`config.mk`:
```
export PLATFORM = sky130hd
export DESIGN_NAME = muldiv_unit
export DESIGN_NICKNAME = d
export VERILOG_FILES = /design/src/rtl/muldiv_unit.sv
export SDC_FILE = /design/constraint.sdc
export NUM_CORES = 1
export LEC_CHECK = 0
export BUFFER_PORTS_ARGS = -buffer_cell sky130_fd_sc_hd__buf_2
export CORE_ASPECT_RATIO = 1.1
export CORE_MARGIN = 2
export CORE_UTILIZATION = 47
export CTS_BUF_LIST = sky130_fd_sc_hd__clkbuf_16
export DETAILED_ROUTE_END_ITERATION = 8
export PLACE_DENSITY_LB_ADDON = 0.08
export SLEW_MARGIN = 5
export SYNTH_ARGS = -nofsm -noshare
export SYNTH_HDL_FRONTEND = slang
export SYNTH_SLANG_ARGS = --single-unit
```
`constraint.sdc`:
```
create_clock -name clk -period 3.31 [get_ports clk]
set_input_delay 0.331 -clock clk [delete_from_list [all_inputs] [get_ports clk]]
set_output_delay 0.331 -clock clk [all_outputs]
set_load 0.01 [all_outputs]
```
`src/rtl/muldiv_unit.sv`:
```
// Iterative signed/unsigned multiply (radix-2) and restoring divide on one shared datapath.
// Optional macro MULDIV_EARLY_OUT_EN: multiply stops once the remaining multiplier bits are zero.
module muldiv_unit #(
    parameter int WIDTH = 32
) (
    input  logic                 clk,
    input  logic                 rst,
    input  logic                 start_i,
    input  logic                 annul_i,
    input  logic                 mode_i,
    input  logic                 signed_i,
    input  logic [WIDTH-1:0]     opdata1_i,
    input  logic [WIDTH-1:0]     opdata2_i,
    output logic [2*WIDTH-1:0]   result_o,
    output logic                 ready_o,
    output logic                 busy_o
);

    localparam int CW = $clog2(WIDTH + 1);

    typedef enum logic [2:0] {
        ST_IDLE    = 3'd0,
        ST_DIVZERO = 3'd1,
        ST_CALC    = 3'd2,
        ST_FIX     = 3'd3,
        ST_DONE    = 3'd4
    } state_t;

    state_t               state_r, state_s;
    logic                 mode_r, neg_res_r, neg_rem_r;
    logic [WIDTH-1:0]     hi_r, lo_r, opb_r;
    logic [CW-1:0]        cnt_r;
    logic [2*WIDTH-1:0]   result_r;
    logic                 ready_r, busy_r;

    logic [WIDTH-1:0]     mag1_s, mag2_s;
    logic [WIDTH:0]       mul_sum_s, div_part_s, div_diff_s;
    logic [WIDTH-1:0]     iter_hi_s, iter_lo_s;
    logic                 last_iter_s;
    logic [2*WIDTH-1:0]   prod_mag_s, fix_result_s;
    logic                 start_ok_s, div_zero_s;

    function automatic logic [WIDTH-1:0] cond_negate(input logic [WIDTH-1:0] v, input logic neg);
        if (neg) begin
            return {WIDTH{1'b0}} - v;
        end else begin
            return v;
        end
    endfunction

    // Operand magnitudes, one shared iteration step, end-of-loop detect and sign fix-up.
    always_comb begin
        start_ok_s = start_i & ~annul_i;
        div_zero_s = mode_i & (opdata2_i == {WIDTH{1'b0}});
        mag1_s     = cond_negate(opdata1_i, signed_i & opdata1_i[WIDTH-1]);
        mag2_s     = cond_negate(opdata2_i, signed_i & opdata2_i[WIDTH-1]);

        mul_sum_s  = {1'b0, hi_r} + (lo_r[0] ? {1'b0, opb_r} : {(WIDTH+1){1'b0}});
        div_part_s = {hi_r, lo_r[WIDTH-1]};
        div_diff_s = div_part_s - {1'b0, opb_r};

        if (!mode_r) begin
            iter_hi_s = mul_sum_s[WIDTH:1];
            iter_lo_s = {mul_sum_s[0], lo_r[WIDTH-1:1]};
        end else if (!div_diff_s[WIDTH]) begin
            iter_hi_s = div_diff_s[WIDTH-1:0];
            iter_lo_s = {lo_r[WIDTH-2:0], 1'b1};
        end else begin
            iter_hi_s = div_part_s[WIDTH-1:0];
            iter_lo_s = {lo_r[WIDTH-2:0], 1'b0};
        end

`ifdef MULDIV_EARLY_OUT_EN
        // Low bits of lo_r still hold unconsumed multiplier bits; once they are zero,
        // the rest of the loop would only shift, so FIX applies the outstanding shift.
        last_iter_s = (cnt_r == CW'(WIDTH - 1)) |
                      (~mode_r & ((iter_lo_s & ({WIDTH{1'b1}} >> (cnt_r + CW'(1)))) == {WIDTH{1'b0}}));
        prod_mag_s  = {hi_r, lo_r} >> (CW'(WIDTH) - cnt_r);
`else
        last_iter_s = (cnt_r == CW'(WIDTH - 1));
        prod_mag_s  = {hi_r, lo_r};
`endif

        if (!mode_r) begin
            fix_result_s = neg_res_r ? ({(2*WIDTH){1'b0}} - prod_mag_s) : prod_mag_s;
        end else begin
            fix_result_s = {cond_negate(hi_r, neg_rem_r), cond_negate(lo_r, neg_res_r)};
        end
    end

    // Next-state logic; annul overrides every non-idle transition.
    always_comb begin
        state_s = state_r;
        case (state_r)
            ST_IDLE: begin
                if (start_ok_s) begin
                    state_s = div_zero_s ? ST_DIVZERO : ST_CALC;
                end else begin
                    state_s = ST_IDLE;
                end
            end
            ST_DIVZERO: state_s = annul_i ? ST_IDLE : ST_DONE;
            ST_CALC: begin
                if (annul_i) begin
                    state_s = ST_IDLE;
                end else if (last_iter_s) begin
                    state_s = ST_FIX;
                end else begin
                    state_s = ST_CALC;
                end
            end
            ST_FIX:  state_s = annul_i ? ST_IDLE : ST_DONE;
            ST_DONE: state_s = (annul_i || !start_i) ? ST_IDLE : ST_DONE;
            default: state_s = ST_IDLE;
        endcase
    end

    // State register with registered status decodes.
    always_ff @(posedge clk or negedge rst) begin
        if (!rst) begin
            state_r <= ST_IDLE;
            ready_r <= 1'b0;
            busy_r  <= 1'b0;
        end else begin
            state_r <= state_s;
            ready_r <= (state_s == ST_DONE);
            busy_r  <= (state_s == ST_DIVZERO) || (state_s == ST_CALC) || (state_s == ST_FIX);
        end
    end

    // Operand capture and iteration datapath; divide-by-zero parks the raw dividend in hi_r.
    always_ff @(posedge clk or negedge rst) begin
        if (!rst) begin
            mode_r    <= 1'b0;
            neg_res_r <= 1'b0;
            neg_rem_r <= 1'b0;
            hi_r      <= {WIDTH{1'b0}};
            lo_r      <= {WIDTH{1'b0}};
            opb_r     <= {WIDTH{1'b0}};
            cnt_r     <= {CW{1'b0}};
        end else if (state_r == ST_IDLE && start_ok_s) begin
            mode_r    <= mode_i;
            neg_res_r <= signed_i & (opdata1_i[WIDTH-1] ^ opdata2_i[WIDTH-1]);
            neg_rem_r <= signed_i & opdata1_i[WIDTH-1];
            hi_r      <= div_zero_s ? opdata1_i : {WIDTH{1'b0}};
            lo_r      <= mode_i ? mag1_s : mag2_s;
            opb_r     <= mode_i ? mag2_s : mag1_s;
            cnt_r     <= {CW{1'b0}};
        end else if (state_r == ST_CALC && !annul_i) begin
            hi_r      <= iter_hi_s;
            lo_r      <= iter_lo_s;
            cnt_r     <= cnt_r + CW'(1);
        end
    end

    // Result register: cleared on annul, loaded in FIX or DIVZERO, otherwise held.
    always_ff @(posedge clk or negedge rst) begin
        if (!rst) begin
            result_r <= {(2*WIDTH){1'b0}};
        end else if (state_r != ST_IDLE && annul_i) begin
            result_r <= {(2*WIDTH){1'b0}};
        end else if (state_r == ST_FIX) begin
            result_r <= fix_result_s;
        end else if (state_r == ST_DIVZERO) begin
            result_r <= {hi_r, {WIDTH{1'b1}}};
        end
    end

    assign result_o = result_r;
    assign ready_o  = ready_r;
    assign busy_o   = busy_r;

endmodule

```
==> results.sh <==
export IMPL_syn_nets=2087
export IMPL_ys_async_sr_fraction_pct=100.0
export IMPL_final_cell_mix="237 x nand2_1, 219 x o21ai_0, 188 x nor2_1"
export IMPL_path_clk_slew_ns=0.08
export IMPL_path_max_fanout=18
export IMPL_cts_inserted_buffers=17
export IMPL_rows=68
export IMPL_final_area_mm2=0.01802
export IMPL_grt_pass1_vias=14784
export IMPL_max_cap_violations=0
export IMPL_synth_ff_type="dfrtp_1"
export IMPL_placed_area_mm2=0.01729
export IMPL_status="finished, final reports clean"
export IMPL_p_leak_nw=8.086
export IMPL_ctsLongestPathBuffers=2
export IMPL_initial_utilization_pct=47.92
export IMPL_max_freq_ghz=0.3119
export IMPL_ys_ff_latch=174
export IMPL_yosysSeqAreaShare_pct=28.78
export IMPL_mostFrequentLayoutCell="nand2_1"
export IMPL_die_width_um=175.1
export IMPL_drt_iter0_markers=1247
export IMPL_synth_top_cell_area_share_pct=28.78
export IMPL_total_power_mw=14.98
export IMPL_die_area_mm2=0.03364
export IMPL_finalCriticalPeriod_ns=3.207
export IMPL_hold_path_class="in2reg"
export IMPL_syn_area_per_cell_um2=7.773
export IMPL_die_y_um=192.2
export IMPL_grt_use_total_pct=33.59
export IMPL_antenna_left=0
export IMPL_finalHoldViolCount=0
export IMPL_htree_levels=4
export IMPL_drive_above_1_share_pct=19.48
export IMPL_critPathKind="reg2reg"
export IMPL_end_kind="flip-flop"
export IMPL_layout_nets=2305
export IMPL_grt_ovfl_total=0
export IMPL_finClkSkew_ns=0.02178
export IMPL_synth_distinct_cells=86
export IMPL_start_kind="flip-flop"
export IMPL_yosysTopAreaCell="dfrtp_1"
export IMPL_drc_errors=0
export IMPL_synth_edff_count=0
export IMPL_grt_max_degree=88
export IMPL_ys_top_cells_by_area="dfrtp_1 29%, o21ai_0 7.4%, xnor2_1 6.0%"
export IMPL_drv_slew=0
export IMPL_tritoncts="done"
export IMPL_crit_required_ns=3.67
export IMPL_finalSetupViolCount=0
export IMPL_portBuffers=135
export IMPL_clock_sinks=174
export IMPL_wl_um=56580
export IMPL_yosys_warnings=0
export IMPL_critPathArrivalTime_ns=3.57
export IMPL_fin_cells=2597
export IMPL_pre_cts_ws_ns=-0.1020
export IMPL_setup_slack_ns=0.1035
export IMPL_clk_latency_ns=0.45
export IMPL_irDropWorstVdd_mv=0.6858
export IMPL_antenna_found_initial=1
export IMPL_antenna_cells=0
export IMPL_avgRoutedWirePerCell_um=21.79
export IMPL_cts_root_buffer="clkbuf_16"
export IMPL_post_route_util_pct=57.08
export IMPL_max_slew_margin_pct=34.11
export IMPL_num_io_pins=136
export IMPL_first_pass_iters=6
export IMPL_worst_slew_pin_slew_ns=0.9848
export IMPL_via_per_inst=6.072
export IMPL_area_growth_pct=19.11
export IMPL_dp_cells=2562
export IMPL_syn_area_mm2=0.01513
export IMPL_post_dp_hpwl_um=44560
export IMPL_vias=15770
export IMPL_grt_pass1_wl_um=86340
export IMPL_coreArea_mm2=0.03157
export IMPL_fin_crit_sh_pct=96.87
export IMPL_synthCells=1946
export IMPL_power_per_cell_area_mw_per_mm2=831.4
export IMPL_place_congestion=0.9595
## state kept, by name (all words and copies together), names as in the netlist
signal     count
result_o      64
busy_o         1
state_r        3
opb_r         32
neg_res_r      1
hi_r          32
cnt_r          6
lo_r          32
mode_r         1
ready_o        1
neg_rem_r      1
## metrics by stage
step	TNS [ns]	hold WS (ns)
6_report	0	0.1235
3_3_place_gp	-0.2001	0.3967
5_1_grt	-0.04216	0.1100
4_1_cts	0	0.09987
3_5_place_dp	-0.4460	0.3988
2_1_floorplan	0	0.03541
## worst max-delay path, cell delays in order, from the launching register on
cell,delay [ns]
dfrtp_1,0.40
ha_1,0.22
fa_2,0.38
nand2b_4,0.18
a211oi_4,0.28
or2_2,0.16
a21oi_2,0.08
o21ba_4,0.25
xnor2_4,0.13
buf_12,0.18
nor2_1,0.42
a221oi_1,0.20
a32oi_2,0.25
## layout make-up
| class | instances | area (um^2) |
|---|---|---|
| Clock inverter | 15 | 145.1 |
| Inverter | 68 | 257.7 |
| Clock buffer | 17 | 425.4 |
| Tap cell | 420 | 525.5 |
| Timing Repair Buffer | 317 | 2131 |
| Multi-Input combinational cell | 1586 | 10180 |
| Sequential cell | 174 | 4357 |
| Fill cell | 2998 | 13550 |
## power breakdown
group | internal [mW] | leakage, nW | total [mW] | switching (mW)
logic | 4.31 | 5.57 | 9.95 | 5.64
registers | 2.53 | 2.24 | 3.00 | 0.472
clock network | 1.00 | 0.280 | 2.03 | 1.03
total | 7.84 | 8.09 | 15.0 | 7.14
## cell usage after synthesis, types with 48 or more instances
cell      count
ha_1         69
nor2_1      191
o21ai_0     225
xor2_1       73
mux2i_1      48
clkbuf_1     95
inv_1        67
nand2_1     239
dfrtp_1     174
a21oi_1     160
xnor2_1     103
## logic make-up (layout without fill, tap and decap cells)
kind of cell | Yosys count | count (layout) | synth area share, %
AO/OA/AOI/OAI | 633 | 633 | 25.97
XOR/XNOR | 177 | 177 | 10.37
flip-flops | 174 | 174 | 28.78
multiplexers | 62 | 62 | 4.243
AND/OR/NAND/NOR | 643 | 643 | 19.75
adder cells (fa/ha/maj) | 71 | 71 | 5.972
buffers and inverters | 186 | 417 | 4.905
## worst paths after layout
kind | end | slack, ns | startpoint | cells past startpoint
worst max-delay path | hi_r[27]$_DFFE_PN0P_ | 0.10 | opb_r[0]$_DFFE_PN0P_ | 12
worst min-delay path | state_r[2]$_DFF_PN0_ | 0.12 | annul_i | 2
worst max register to register | hi_r[27]$_DFFE_PN0P_ | 0.10 | opb_r[0]$_DFFE_PN0P_ | 12
worst min register to register | result_o[4]$_DFFE_PN0P_ | 0.47 | result_o[4]$_DFFE_PN0P_ | 1
max in group asynchronous | hi_r[26]$_DFFE_PN0P_ | 1.91 | rst | 3
min in group asynchronous | result_o[42]$_DFFE_PN0P_ | 0.48 | rst | 2
## timing repair
action	4_1_cts	5_1_grt
buffers inserted	0	2
hold buffers	1	0
resized for setup	4	36
endpoints found under the hold margin	73	0
pin swaps	0	10
setup endpoints to repair	10	26
## layer usage
metal	global-route usage (%)	vias to the layer above	part of all wire [%]
met5	0	-	0.028
met4	17.05	2	5.4
met3	4.572	135	6.6
met2	53.97	658	45
met1	44.31	7545	43
li1	-	7430	-
No activity file was read; power rests on OpenSTA's default activity.
